**config.mk**
```make
export PLATFORM = sky130hd
export DESIGN_NAME = jcontrol_flat
export DESIGN_NICKNAME = d
export VERILOG_FILES = /design/src/rtl/jcontrol_if.sv /design/src/rtl/jcontrol.sv /design/src/flat_wrapper.sv
export SDC_FILE = /design/constraint.sdc
export NUM_CORES = 1
export LEC_CHECK = 0
export CORE_MARGIN = 2
export CORE_UTILIZATION = 45
export DETAILED_ROUTE_END_ITERATION = 6
export PLACE_DENSITY = 0.87
export SETUP_SLACK_MARGIN = 0.5
export SYNTH_ARGS = -nofsm -noshare
export SYNTH_HDL_FRONTEND = slang
export SYNTH_SLANG_ARGS = --single-unit
```
**constraint.sdc**
```tcl
create_clock -name clk -period 5 [get_ports clk]
set_clock_uncertainty 0.1 [all_clocks]
set_input_delay 0.75 -clock clk [delete_from_list [all_inputs] [get_ports clk]]
set_output_delay 0.75 -clock clk [all_outputs]
set_load 0.03 [all_outputs]
```
**src/rtl/jcontrol_if.sv**
```systemverilog
// Control bundle between the jcscpu sequencer and the datapath.
// The master side decodes ir/flags and drives the strobes.
interface jcontrol_if;
  logic [7:0] ir;
  logic [3:0] flags;
  logic [6:0] step;
  logic [3:0] en_reg;
  logic [3:0] set_reg;
  logic       en_ram;
  logic       set_ram;
  logic       en_acc;
  logic       set_acc;
  logic       set_tmp;
  logic       en_iar;
  logic       set_iar;
  logic       set_mar;
  logic       set_ir;
  logic       set_flags;
  logic       bus1;
  logic [2:0] alu_op;

  modport master (
    input  ir, flags,
    output step, en_reg, set_reg, en_ram, set_ram, en_acc, set_acc, set_tmp,
           en_iar, set_iar, set_mar, set_ir, set_flags, bus1, alu_op
  );

  modport slave (
    output ir, flags,
    input  step, en_reg, set_reg, en_ram, set_ram, en_acc, set_acc, set_tmp,
           en_iar, set_iar, set_mar, set_ir, set_flags, bus1, alu_op
  );
endinterface

```
**src/rtl/jcontrol.sv**
```systemverilog
// jcscpu control sequencer: internal step/phase timing plus a combinational
// decode of step, ir and flags into bus enables and register set strobes.
module jcontrol #(
  parameter int LAST_STEP = 6
) (
  input logic        clk,
  input logic        reset,
  jcontrol_if.master ctl
);
  logic [2:0] stp;
  logic [1:0] ph;

  always_ff @(posedge clk) begin
    if (!reset) begin
      stp <= 3'd1;
      ph  <= 2'd0;
    end else begin
      ph <= ph + 2'd1;
      if (ph == 2'd3)
        stp <= (stp == 3'(LAST_STEP)) ? 3'd1 : stp + 3'd1;
    end
  end

  logic [1:0] ra, rb;
  logic [3:0] ra_oh, rb_oh;
  assign ra    = ctl.ir[3:2];
  assign rb    = ctl.ir[1:0];
  assign ra_oh = 4'b0001 << ra;
  assign rb_oh = 4'b0001 << rb;

  // Raw per-step selections, before phase gating
  logic [3:0] e_reg, s_reg;
  logic       e_ram, e_acc, e_iar, b1;
  logic       s_ram, s_acc, s_tmp, s_iar, s_mar, s_ir, s_flg;
  logic [2:0] op;

  always_comb begin
    e_reg = '0; s_reg = '0;
    e_ram = 1'b0; e_acc = 1'b0; e_iar = 1'b0; b1 = 1'b0;
    s_ram = 1'b0; s_acc = 1'b0; s_tmp = 1'b0; s_iar = 1'b0;
    s_mar = 1'b0; s_ir = 1'b0; s_flg = 1'b0;
    op = 3'b000;
    case (stp)
      3'd1: begin b1 = 1'b1; e_iar = 1'b1; s_mar = 1'b1; s_acc = 1'b1; end
      3'd2: begin e_ram = 1'b1; s_ir = 1'b1; end
      3'd3: begin e_acc = 1'b1; s_iar = 1'b1; end
      default: begin
        if (ctl.ir[7]) begin
          case (stp)
            3'd4: begin e_reg = rb_oh; s_tmp = 1'b1; end
            3'd5: begin e_reg = ra_oh; op = ctl.ir[6:4]; s_acc = 1'b1; s_flg = 1'b1; end
            3'd6: if (ctl.ir[6:4] != 3'b111) begin e_acc = 1'b1; s_reg = rb_oh; end
            default: ;
          endcase
        end else begin
          case (ctl.ir[6:4])
            3'b000: case (stp)       // LD
              3'd4: begin e_reg = ra_oh; s_mar = 1'b1; end
              3'd5: begin e_ram = 1'b1; s_reg = rb_oh; end
              default: ;
            endcase
            3'b001: case (stp)       // ST
              3'd4: begin e_reg = ra_oh; s_mar = 1'b1; end
              3'd5: begin e_reg = rb_oh; s_ram = 1'b1; end
              default: ;
            endcase
            3'b010: case (stp)       // DATA
              3'd4: begin b1 = 1'b1; e_iar = 1'b1; s_mar = 1'b1; s_acc = 1'b1; end
              3'd5: begin e_ram = 1'b1; s_reg = rb_oh; end
              3'd6: begin e_acc = 1'b1; s_iar = 1'b1; end
              default: ;
            endcase
            3'b011: if (stp == 3'd4) begin e_reg = rb_oh; s_iar = 1'b1; end
            3'b100: case (stp)       // JMP
              3'd4: begin e_iar = 1'b1; s_mar = 1'b1; end
              3'd5: begin e_ram = 1'b1; s_iar = 1'b1; end
              default: ;
            endcase
            3'b101: case (stp)       // JCAEZ: target word is read even when not taken
              3'd4: begin b1 = 1'b1; e_iar = 1'b1; s_mar = 1'b1; s_acc = 1'b1; end
              3'd5: begin e_acc = 1'b1; s_iar = 1'b1; end
              3'd6: begin e_ram = 1'b1; s_iar = |(ctl.ir[3:0] & ctl.flags); end
              default: ;
            endcase
            3'b110: if (stp == 3'd4) begin b1 = 1'b1; s_flg = 1'b1; end
            default: ;
          endcase
        end
      end
    endcase
  end

  logic ph_en, ph_set;
  assign ph_en  = (ph != 2'd0);
  assign ph_set = (ph == 2'd2);

  assign ctl.step      = 7'b0000001 << (stp - 3'd1);
  assign ctl.en_reg    = ph_en ? e_reg : 4'b0000;
  assign ctl.set_reg   = ph_set ? s_reg : 4'b0000;
  assign ctl.en_ram    = ph_en & e_ram;
  assign ctl.en_acc    = ph_en & e_acc;
  assign ctl.en_iar    = ph_en & e_iar;
  assign ctl.bus1      = ph_en & b1;
  assign ctl.set_ram   = ph_set & s_ram;
  assign ctl.set_acc   = ph_set & s_acc;
  assign ctl.set_tmp   = ph_set & s_tmp;
  assign ctl.set_iar   = ph_set & s_iar;
  assign ctl.set_mar   = ph_set & s_mar;
  assign ctl.set_ir    = ph_set & s_ir;
  assign ctl.set_flags = ph_set & s_flg;
  assign ctl.alu_op    = ph_en ? op : 3'b000;
endmodule

```
**src/flat_wrapper.sv**
```systemverilog
// flat-port wrapper written by rule: the top's interface ports become plain ports
module jcontrol_flat 
#(
  parameter int LAST_STEP = 6
)
  (clk, reset, ctl_ir, ctl_flags, ctl_step, ctl_en_reg, ctl_set_reg, ctl_en_ram, ctl_set_ram, ctl_en_acc, ctl_set_acc, ctl_set_tmp, ctl_en_iar, ctl_set_iar, ctl_set_mar, ctl_set_ir, ctl_set_flags, ctl_bus1, ctl_alu_op);
  jcontrol_if ctl_i ();
  input logic clk;
  input logic reset;
  input wire logic [$bits(ctl_i.ir)-1:0] ctl_ir;
  input wire logic [$bits(ctl_i.flags)-1:0] ctl_flags;
  output wire logic [$bits(ctl_i.step)-1:0] ctl_step;
  output wire logic [$bits(ctl_i.en_reg)-1:0] ctl_en_reg;
  output wire logic [$bits(ctl_i.set_reg)-1:0] ctl_set_reg;
  output wire logic [$bits(ctl_i.en_ram)-1:0] ctl_en_ram;
  output wire logic [$bits(ctl_i.set_ram)-1:0] ctl_set_ram;
  output wire logic [$bits(ctl_i.en_acc)-1:0] ctl_en_acc;
  output wire logic [$bits(ctl_i.set_acc)-1:0] ctl_set_acc;
  output wire logic [$bits(ctl_i.set_tmp)-1:0] ctl_set_tmp;
  output wire logic [$bits(ctl_i.en_iar)-1:0] ctl_en_iar;
  output wire logic [$bits(ctl_i.set_iar)-1:0] ctl_set_iar;
  output wire logic [$bits(ctl_i.set_mar)-1:0] ctl_set_mar;
  output wire logic [$bits(ctl_i.set_ir)-1:0] ctl_set_ir;
  output wire logic [$bits(ctl_i.set_flags)-1:0] ctl_set_flags;
  output wire logic [$bits(ctl_i.bus1)-1:0] ctl_bus1;
  output wire logic [$bits(ctl_i.alu_op)-1:0] ctl_alu_op;
  assign ctl_i.ir = ctl_ir;
  assign ctl_i.flags = ctl_flags;
  assign ctl_step = ctl_i.step;
  assign ctl_en_reg = ctl_i.en_reg;
  assign ctl_set_reg = ctl_i.set_reg;
  assign ctl_en_ram = ctl_i.en_ram;
  assign ctl_set_ram = ctl_i.set_ram;
  assign ctl_en_acc = ctl_i.en_acc;
  assign ctl_set_acc = ctl_i.set_acc;
  assign ctl_set_tmp = ctl_i.set_tmp;
  assign ctl_en_iar = ctl_i.en_iar;
  assign ctl_set_iar = ctl_i.set_iar;
  assign ctl_set_mar = ctl_i.set_mar;
  assign ctl_set_ir = ctl_i.set_ir;
  assign ctl_set_flags = ctl_i.set_flags;
  assign ctl_bus1 = ctl_i.bus1;
  assign ctl_alu_op = ctl_i.alu_op;
  jcontrol #(.LAST_STEP(LAST_STEP)) u_core (.clk(clk), .reset(reset), .ctl(ctl_i));
endmodule
```
# Word level (Yosys, flattened, before mapping)
# Cells that the tools add are included.
word_totals:
  reg_bits: 5
  inputBits: 14
  output_inout_bits: 29
classes:
  add_sub_neg: 3
  eq_ne: 15
  n_shift: 3
  n_mux: 56
  n_bitwise: 12
  reduce_logical: 13
op_table:
  columns: ["operator", "n"]
  rows:
  - ["two-way mux 4 bit", 12]
  - ["two-way mux 1 bit", 25]
  - ["one-hot mux 1 bit (2 select lines)", 10]
  - ["equality test 3 bit (second input constant)", 6]
  - ["one-hot mux 4 bit (2 select lines)", 2]
  - ["two-way mux 3 bit", 5]
  - ["equality test 3 x 2 -> 1 bit (second input constant)", 4]
  - ["one-hot mux 4 bit (3 select lines)", 1]
  - ["OR reduction 3 bit", 4]
  - ["AND 1 bit", 11]
  - ["OR reduction 2 bit", 5]
  - ["left shift 1 x 2 -> 4 bit (first input constant)", 2]
  - ["left shift 1 x 3 -> 7 bit (first input constant)", 1]
  - ["equality test 3 x 1 -> 1 bit (second input constant)", 2]
  - ["OR reduction 5 bit", 1]
  - ["AND 4 bit", 1]
  - ["equality test 2 bit (second input constant)", 2]
  - ["one-hot mux 1 bit (4 select lines)", 1]
  - ["OR reduction 4 bit", 1]
  - ["adder 3 x 1 -> 3 bit (second input constant)", 1]
  - ["logical NOT 3 bit", 1]
  - ["!= test 3 bit (second input constant)", 1]
  - ["subtractor 3 x 1 -> 3 bit (second input constant)", 1]
  - ["adder 2 x 1 -> 2 bit (second input constant)", 1]
  - ["nonzero test 2 bit", 1]

# Depth between registers and ports, before layout
# Gate-level depths: netlist of the first run.
depth:
  ltp_word: 7
  mapped_depth: 7
  depth_no_buf: 6

# Worst setup path after synthesis of the first run
# OpenSTA, ideal clock, no wires.
synth_timing:
  path_kind: "input to output"
  from: "input port ctl_ir[4]"
  to: "output port ctl_en_reg[2]"
  arrival_time_ns: 2.331
  setup_slack_ns: 1.819
  path_stages: 5
  path_buffers: 1
  path_cell_list: "buf_2 nor3b_1 and2_1 o21ai_1 a221oi_1"
synth_via:
  elab_chain_cells: 5
  elab_cells_between_ends: 7
  classes_between: "eq/ne: 2; mux: 4; reduce/logical: 1"
synth_rtl:
  columns: ["item", "line_no", "text"]
  rows:
  - ["start, declared", "flat_wrapper.sv:10", "input wire logic [$bits(ctl_i.ir)-1:0] ctl_ir;"]
  - ["equality test 3 x 2 -> 1 bit, or another cell as far along", "jcontrol.sv:56", "case (ctl.ir[6:4])"]
  - ["one-hot mux 4 bit (3 select lines) *", "jcontrol.sv:56", null]
  - ["two-way mux 4 bit *", "jcontrol.sv:48", "if (ctl.ir[7]) begin"]
  - ["two-way mux 4 bit *", "jcontrol.sv:43", "case (stp)"]
  - ["two-way mux 4 bit *", "jcontrol.sv:98", "assign ctl.en_reg = ph_en ? e_reg : 4'b0000;"]
  - ["end, declared", "flat_wrapper.sv:13", "output wire logic [$bits(ctl_i.en_reg)-1:0] ctl_en_reg;"]
# Mark *: on every way between the ends. The rest lies on a longest branch, timed or not.

# Final worst setup path of the first run
# Same ends and word-level chain as after synthesis.

==> results of run 1 <==
-- power groups by stage --
stage          logic [uW]  registers, uW  clock network, uW
2_1_floorplan        54.2           44.7                  0
3_3_place_gp         82.4           47.0                  0
3_5_place_dp         84.3           47.2                  0
4_1_cts              85.0           46.4               48.7
5_1_grt              92.6           46.9               50.5
6_report             85.4           46.6               47.1
-- kinds of logic (layout without fill, tap and decap cells) --
family / after synthesis / after routing / share of synthesized area [%]
DFF: 5 / 5 / 10.2
AOI/OAI and AO/OA: 48 / 48 / 32.7
adders and majority gates: 4 / 4 / 5.08
buffers and inverters: 20 / 56 / 11.2
xor gates and xnor gates: 1 / 1 / 0.890
and+or+nand+nor: 74 / 74 / 40.0
-- layout by cell type, fill, tap and decap left out, types with 4 or more instances in the layout --
| cell type | count |
|---|---|
| o22ai_1 | 4 |
| clkdlybuf4s50_1 | 42 |
| a31oi_1 | 4 |
| and2_1 | 7 |
| a22oi_1 | 4 |
| nand2_1 | 11 |
| nor2_1 | 18 |
| dfxtp_1 | 5 |
| o21ai_0 | 9 |
| ha_1 | 4 |
| nor2b_1 | 7 |
| a21oi_1 | 11 |
| nor3_1 | 8 |
| inv_1 | 7 |
| nand2b_1 | 6 |
-- worst register-to-register path: cells and delay by family (launching register included) --
family | cells | cell delay (ns)
fa+ha+maj | 1 | 0.32
simple gates | 2 | 0.27
flops | 1 | 0.56
compound gates | 1 | 0.06
buf+inv | 1 | 0.19
-- registers in the layout, indices dropped and copies added, names as in the netlist --
register,flops
u_core.ph,2
u_core.stp,3
-- per-stage QoR --
| stage | area (um^2) | total power (uW) | std cells | util [%] | setup slack (ns) |
|---|---|---|---|---|---|
| floorplan | 985 | 98.9 | 152 | - | 1.82 |
| global placement | 1380 | 129 | 211 | 68.2 | 1.06 |
| detailed placement | 1380 | 131 | 211 | 68.2 | 0.964 |
| CTS | 1410 | 180 | 215 | 69.5 | 0.960 |
| global route | 1410 | 190 | 215 | 69.5 | 0.789 |
| finish | 1410 | 179 | 215 | 69.5 | 0.929 |
-- layout make-up --
type                            count  area (um^2)
Timing Repair Buffer               42          420
Sequential cell                     5          100
Multi-Input combinational cell    127          774
Fill cell                         184          617
Inverter                           10         50.0
Tap cell                           27         33.8
Clock buffer                        4         26.3
-- final timing paths --
kind                               startpoint       endpoint  slack [ns]  depth (start not counted)
worst max-delay path                ctl_ir[4]  ctl_en_reg[2]        0.93                          6
worst min-delay path             u_core.ph[0]   u_core.ph[0]        0.35                          1
worst max register to register  u_core.stp[2]  u_core.stp[2]        3.44                          5
worst min register to register   u_core.ph[0]   u_core.ph[0]        0.35                          1
-- routing by layer --
layer	wire [um]	up-vias	global-route usage (%)
met5	0	-	0
met3	262	4	5.65
li1	-	624	-
met4	34	0	3.60
met1	1310	585	29.7
met2	1530	66	47.1
==> results.json, run 1 <==
{
  "synth_cell_types": 46,
  "area_growth_pct": 42.7,
  "antenna_found_initial": 0,
  "die_w_um": 50.8,
  "setup_viol_count_final": 0,
  "critPathBufInv": 2,
  "cp_max_fo": 11,
  "hold_class": "flip-flop to flip-flop",
  "die_y_um": 50.8,
  "worstSkewPairLatency_ns": 0.24,
  "hpwl_mm": 2.42,
  "cts_buffers": 3,
  "synthTopCellsByArea": "dfxtp_1 (10%), nor2_1 (6.9%), a21oi_1 (5.6%), ha_1 (5.1%), o21ai_0 (4.6%)",
  "crit_path_end_kind": "primary output",
  "ctsResizeCount": 0,
  "critPathMaxStageDelay_ns": 0.72,
  "numPortBuffers": 42,
  "syn-cell-area_um2": 985,
  "grt-ovfl-total": 0,
  "p_switching_uw": 69.8,
  "timing.fmax_ghz": 0.246,
  "wl_per_cell_um": 14.6,
  "synth-edff-count": 0,
  "cts.root.buffer_cell": "clkbuf_4",
  "power_density_mw_per_mm2": 127,
  "critPathSlowestCell": "clkdlybuf4s50_1",
  "gp_congestion": 0.956,
  "p_int_uw": 109,
  "ir_drop_uv": 217,
  "num_vias": 1279,
  "cts_hold_buf": 0,
  "status": "finished clean",
  "row_count": 16,
  "synthCells": 152,
  "drtPass1Iterations": 4,
  "fin_setup_tns_ns": 0,
  "seq_area_frac_synth_pct": 10.2,
  "antenna_left": 0,
  "slew_headroom_pct": 60.9,
  "sequentialPowerShare_pct": 26.0,
  "io-pin-count": 43,
  "worstPathRequired_ns": 4.15,
  "ys_ff_latch": 5,
  "crit_arrival_ns": 3.22,
  "avgSynthCellArea_um2": 6.48,
  "core-area_mm2": 0.00202,
  "synthArstFlopShare_pct": 0,
  "post-route-drc-count": 0,
  "period_minus_slack_ns": 4.07,
  "grt_max_degree": 15,
  "fin_crit_sh_pct": 81.4,
  "antenna_cells": 0,
  "syn-num-nets": 170,
  "clk_pin_slew_ns": 0.04,
  "synth_top_area_share_pct": 10.2,
  "rsz0062_at_grt": "no",
  "grt_pass1_vias": 1128,
  "yosysMostFrequentCell": "nor2_1",
  "drt_iter0_drc": 38,
  "synth_common_cells": "nor2_1 (18), a21oi_1 (11), nand2_1 (11), o21ai_0 (9), nor3_1 (8)",
  "synth_ff_type": "dfxtp_1",
  "htreeDepth": 1,
  "clock-sinks": 5,
  "grtUsageTotal_pct": 25.2,
  "avgViaCountPerCell": 5.95,
  "p_clk_share_pct": 26.3,
  "dieArea_mm2": 0.00258,
  "initial_core_util_pct": 48.7,
  "clockBufferDepth": 2,
  "switching_share_pct": 39.0,
  "tightestPinTransition_ns": 0.585,
  "wl_mm": 3.14,
  "critical_path.top_delay_family": "buffers and inverters",
  "crit_path_frequent_cell": "clkdlybuf4s50_1",
  "cp-start-kind": "primary input",
  "synth_largest_area_cell": "dfxtp_1",
  "maxCapViolCount": 0,
  "criticalPathCategory": "primary input to primary output",
  "drive_gt1_share_pct": 5.32,
  "fin_hold_ws_ns": 0.349,
  "hold_viol": 0,
  "cts_tree": "done",
  "ys_warn_count": 0,
  "pwr-share-comb_pct": 47.7,
  "leakage_uw": 0.000495,
  "grt_pass1_wl_mm": 5.09,
  "cp_cell_sequence": "clkdlybuf4s50_1, nor3b_1, and2_1, o21ai_1, a221oi_1, clkdlybuf4s50_1",
  "post_cts_buffers": 0,
  "slew_violations": 0,
  "nets": 207
}
Power figures use the tool's default switching activity.
==> inputs of run 2 (changes only) <==
--- a/config.mk
+++ b/config.mk
@@ -6,9 +6,9 @@
 export NUM_CORES = 1
 export LEC_CHECK = 0
 export CORE_MARGIN = 2
-export CORE_UTILIZATION = 45
+export CORE_UTILIZATION = 38
 export DETAILED_ROUTE_END_ITERATION = 6
-export PLACE_DENSITY = 0.87
+export PLACE_DENSITY = 0.78
 export SETUP_SLACK_MARGIN = 0.5
 export SYNTH_ARGS = -nofsm -noshare
 export SYNTH_HDL_FRONTEND = slang
==> constraint.sdc (replaced) <==
create_clock -name clk -period 3.45 [get_ports clk]
set_clock_uncertainty 0.1 [all_clocks]
set_input_delay 0.5175 -clock clk [delete_from_list [all_inputs] [get_ports clk]]
set_output_delay 0.5175 -clock clk [all_outputs]
set_load 0.03 [all_outputs]
==> run 2 against run 1 <==
Effect of this change: combinational power up 48%; final cell count up 5.6%; critical path depth down 1; final area up 4.5%; sequential share of layout area down 0.22 points; non-clock buffer count up 9; first-iteration DRC count down 11%; routed wire length up 2.8%; flip-flop and latch count unchanged; total power up 46%; sequential power up 45%; global-route usage down 3.2 points; largest cell class unchanged; largest power group unchanged.
==> results.json, run 2 (synthesis results as in run 1) <==
{
  "tightestPinTransition_ns": 0.544,
  "hold_class": "flip-flop to flip-flop",
  "ir_drop_uv": 364,
  "regMostFlops": "u_core.stp",
  "timing.fmax_ghz": 0.342,
  "avgViaCountPerCell": 5.81,
  "grt_pass1_wl_mm": 4.97,
  "initial_core_util_pct": 39.7,
  "cts_hold_buf": 0,
  "fin_ws_ns": 0.525,
  "dieArea_mm2": 0.00301,
  "finalNonFillerCells": 227,
  "wl_per_cell_um": 14.2,
  "die_w_um": 54.9,
  "worstPathRequired_ns": 2.83,
  "criticalPathCategory": "primary input to primary output",
  "period_minus_slack_ns": 2.92,
  "cts_buffers": 3,
  "antenna_left": 0,
  "leakage_uw": 0.000688,
  "clock-sinks": 5,
  "grt_max_degree": 14,
  "drt_iter0_drc": 34,
  "grt_pass1_vias": 1151,
  "slew_headroom_pct": 63.7,
  "fin_crit_sh_pct": 84.8,
  "gp_congestion": 0.911,
  "post-place-ws_ns": 0.155,
  "hpwl_mm": 2.46,
  "highest_layer": "met4",
  "wl_met2_mm": 1.56,
  "final_cell_mix": "clkdlybuf4s50_1 (19), nor2_1 (18), dlygate4sd2_1 (12)",
  "wl_met1_mm": 1.34,
  "die_y_um": 54.9,
  "maxCapViolCount": 0,
  "numPortBuffers": 42,
  "power_density_mw_per_mm2": 178,
  "worstSkewPairLatency_ns": 0.24,
  "wl_mm": 3.23,
  "cts_tree": "done",
  "fin_setup_tns_ns": 0,
  "final_common_cell": "clkdlybuf4s50_1",
  "dr_wl_met3_um": 304,
  "nets": 216,
  "core-area_mm2": 0.00248,
  "grtUsageTotal_pct": 22.1,
  "clockBufferDepth": 2,
  "antenna_cells": 0,
  "area_growth_pct": 49.0,
  "post-route-drc-count": 0,
  "crit_arrival_ns": 2.31,
  "grt-ovfl-total": 0,
  "rsz0062_at_grt": "yes",
  "htreeDepth": 1,
  "post-route-util_pct": 59.2,
  "setup_viol_count_final": 0,
  "dp_cells": 223,
  "largest_register_ffs": 3,
  "slew_violations": 0,
  "num_vias": 1318,
  "hold_viol": 0,
  "row_count": 18,
  "crit_path_end_kind": "primary output",
  "status": "finished clean",
  "cp-start-kind": "primary input",
  "drtPass1Iterations": 5,
  "top_regs": "u_core.stp: 3 flops, u_core.ph: 2 flops",
  "clk_pin_slew_ns": 0.04,
  "io-pin-count": 43,
  "cp_max_fo": 6,
  "finalPower_uw": 262,
  "cts.root.buffer_cell": "clkbuf_4",
  "drive_gt1_share_pct": 14.2,
  "antenna_found_initial": 0
}
run 2: changes by cell type in the layout (fill, tap and decap cells not counted), sizes merged:
cell	change
clkdlybuf4s50	-23
dlygate4sd2	+12
buf	+11
dlymetal6s2s	+6
clkbuf	+3
run 2: cell type report:
cell class,instances,area [um^2]
tap,30,37.5
timing repair buffer,51,468
clock buffer,4,26.3
fill,238,1010
inverter,10,51.3
multi-input combinational,127,783
sequential,5,101
run 2: final timing paths:
kind | cells past startpoint | slack, ns | endpoint | start
min | 1 | 0.35 | u_core.ph[0] | u_core.ph[0]
max reg2reg | 6 | 2.01 | u_core.stp[2] | u_core.stp[2]
max | 5 | 0.53 | ctl_set_iar | ctl_ir[2]
min reg2reg | 1 | 0.35 | u_core.ph[0] | u_core.ph[0]
run 2: timing repair:
| item | 4_1_cts | 5_1_grt |
|---|---|---|
| setup buffers | 0 | 0 |
| endpoints found under the setup margin | 18 | 17 |
| resized for setup | 18 | 15 |
| pin swaps | 0 | 0 |
run 2: metrics by stage:
step / cell area [um^2] / hold slack (ns)
floorplan: 985 / 0.320
global placement: 1450 / 0.338
detailed placement: 1450 / 0.343
CTS: 1460 / 0.351
global route: 1470 / 0.382
finish: 1470 / 0.346
run 2: report_power, final:
part / total, uW / internal [uW] / switching, uW
combinational: 126 / 53.6 / 72.7
sequential: 67.6 / 61.9 / 5.71
clock: 67.7 / 43.7 / 23.9
run 2: routing by layer:
metal  global-route usage [%]  vias up
met1                     27.0      599
met3                     5.65        2
met5                        0        -
li1                         -      640
met2                     38.9       77
met4                     4.47        0
run 2: critical path, stage by stage:
cell and delay [ns]:
clkdlybuf4s50_1 0.60, a22oi_1 0.14, a2111oi_1 0.47, o311a_1 0.19, dlygate4sd2_1 0.39
==> inputs of run 3 (changes only) <==
==> constraint.sdc (replaced) <==
create_clock -name clk -period 2.45 [get_ports clk]
set_clock_uncertainty 0.1 [all_clocks]
set_input_delay 0.3675 -clock clk [delete_from_list [all_inputs] [get_ports clk]]
set_output_delay 0.3675 -clock clk [all_outputs]
set_load 0.03 [all_outputs]
==> run 3 against run 2 <==
Effect of this change: first-iteration DRC count increased by 24%; routed wire length increased by 53%; flip-flop and latch count unchanged; critical path depth increased by 1; clock power increased by 52%; sequential power increased by 36%; final area increased by 42%; critical endpoint is now ctl_en_reg[3].
==> results.json, run 3 (synthesis results as in run 1) <==
{
  "status": "finished clean",
  "htreeDepth": 1,
  "crit_path_end_kind": "primary output",
  "drtPass1Iterations": 4,
  "fin_setup_tns_ns": 0,
  "antenna_cells": 0,
  "core-area_mm2": 0.00248,
  "top_regs": "u_core.stp: 3 flops, u_core.ph: 2 flops",
  "wl_mm": 4.92,
  "antenna_left": 0,
  "initial_core_util_pct": 39.7,
  "r2r_slack_ns": 0.87,
  "dieArea_mm2": 0.00301,
  "grtUsageTotal_pct": 29.4,
  "hold_class": "flip-flop to flip-flop",
  "worstSkewPairLatency_ns": 0.26,
  "cp-start-kind": "flip-flop",
  "power_density_mw_per_mm2": 218,
  "slew_violations": 0,
  "criticalPathCategory": "flip-flop to primary output",
  "maxCapViolCount": 0,
  "grt_pass1_vias": 1453,
  "drt_iter0_drc": 42,
  "rr_startpoint": "u_core.stp[0]",
  "clockBufferDepth": 2,
  "hold_viol": 0,
  "clock-sinks": 5,
  "antenna_found_initial": 0,
  "wl_per_cell_um": 18.7,
  "hpwl_mm": 2.83,
  "grt-ovfl-total": 0,
  "period_minus_slack_ns": 2.37,
  "io-pin-count": 43,
  "cts.root.buffer_cell": "clkbuf_4",
  "rsz0062_at_grt": "yes",
  "worstHoldStart": "u_core.ph[0]",
  "slew_headroom_pct": 76.3,
  "drive_gt1_share_pct": 58.4,
  "die_w_um": 54.9,
  "grt_max_degree": 12,
  "leakage_uw": 0.000864,
  "holdPathStages": 1,
  "area_growth_pct": 112,
  "cts_buffers": 3,
  "reg2reg_depth": 8,
  "nFillCells": 144,
  "tightestPinTransition_ns": 0.357,
  "timing.fmax_ghz": 0.422,
  "die_y_um": 54.9,
  "ir_drop_uv": 321,
  "gp_congestion": 0.900,
  "nets": 252,
  "fin_crit_sh_pct": 96.7,
  "crit_arrival_ns": 1.90,
  "grt_pass1_wl_mm": 6.39,
  "numPortBuffers": 42,
  "clk_pin_slew_ns": 0.05,
  "setup_viol_count_final": 0,
  "avgViaCountPerCell": 5.97,
  "row_count": 18,
  "post-route-drc-count": 0,
  "final_common_cell": "buf_4",
  "final_cell_mix": "buf_4 (44), buf_6 (22), nand2_1 (9), a21oi_1 (9)",
  "worstPathRequired_ns": 1.98,
  "holdPathEnd": "u_core.ph[0]",
  "regMostFlops": "u_core.stp",
  "num_vias": 1569,
  "cts_tree": "done",
  "finalPower_uw": 455,
  "largest_register_ffs": 3,
  "worstReg2RegEnd": "u_core.stp[2]",
  "cp_max_fo": 7
}
run 3: cell count changes in the layout (fill, tap and decap cells not counted), moves of 5 or more:
cell             delta
buf_4              +33
nor2_1             -10
buf_6              +22
dlymetal6s2s_1      -6
clkdlybuf4s50_1    -12
dlygate4sd2_1       -5
nor2_4              +6
run 3: worst max-delay path by stage:
| stage | from | to | slack, ns | cells past startpoint |
|---|---|---|---|---|
| 3_3_place_gp | ctl_ir[6] | ctl_en_reg[1] | -0.17 | 6 |
| 3_5_place_dp | ctl_ir[6] | ctl_en_reg[1] | -0.19 | 6 |
| 2_1_floorplan | u_core.stp[1] | ctl_en_reg[1] | 0.34 | 7 |
| 5_1_grt | u_core.stp[2] | ctl_en_reg[1] | 0.04 | 6 |
| 4_1_cts | u_core.stp[2] | ctl_en_reg[1] | 0.15 | 6 |
| 6_report | u_core.stp[2] | ctl_en_reg[3] | 0.08 | 6 |
run 3: metrics by stage:
stage,hold slack (ns),std cells,utilization (%),instance area [um^2],setup slack (ns)
global placement,0.331,238,67.2,1670,-0.173
finish,0.349,263,84.3,2090,0.0801
floorplan,0.320,152,-,1150,0.343
CTS,0.349,258,78.2,1940,0.148
detailed placement,0.342,238,67.2,1670,-0.190
global route,0.379,263,84.3,2090,0.0383
run 3: power by group:
part	leakage (uW)	switching, uW	total [uW]	internal, uW
clock	0.0000150	40.9	103	62.0
combinational	0.000808	147	260	113
sequential	0.0000416	4.29	91.6	87.3
run 3: area by class of cell:
type                    count  area (um^2)  share of cell area [%]
multi-input cells         127         1100                    52.9
clock buffers               4         26.3                    1.26
flip-flops and latches      5          104                    4.97
well taps                  30         37.5                    1.80
repair buffers             87          763                    36.5
inverters                  10         53.8                    2.57
run 3: layer usage:
metal	up-vias	wire length [um]	GRT usage (%)
met5	-	0	0
met4	0	148	10.6
met3	17	322	4.84
met2	87	2480	56.0
met1	747	1980	32.5
li1	718	-	-
run 3: timing repair:
item | 4_1_cts | 5_1_grt
hold buffers | 0 | 0
resized for setup | 66 | 40
setup buffers | 16 | 5
endpoints found under the setup margin | 29 | 26
pin swaps | 8 | 8
run 3: worst max-delay path, cell delays in order (launching register included):
cell	delay [ns]
dfxtp_2	0.37
or3b_4	0.49
buf_4	0.18
o22ai_2	0.17
o21bai_2	0.11
a31oi_4	0.16
buf_6	0.15
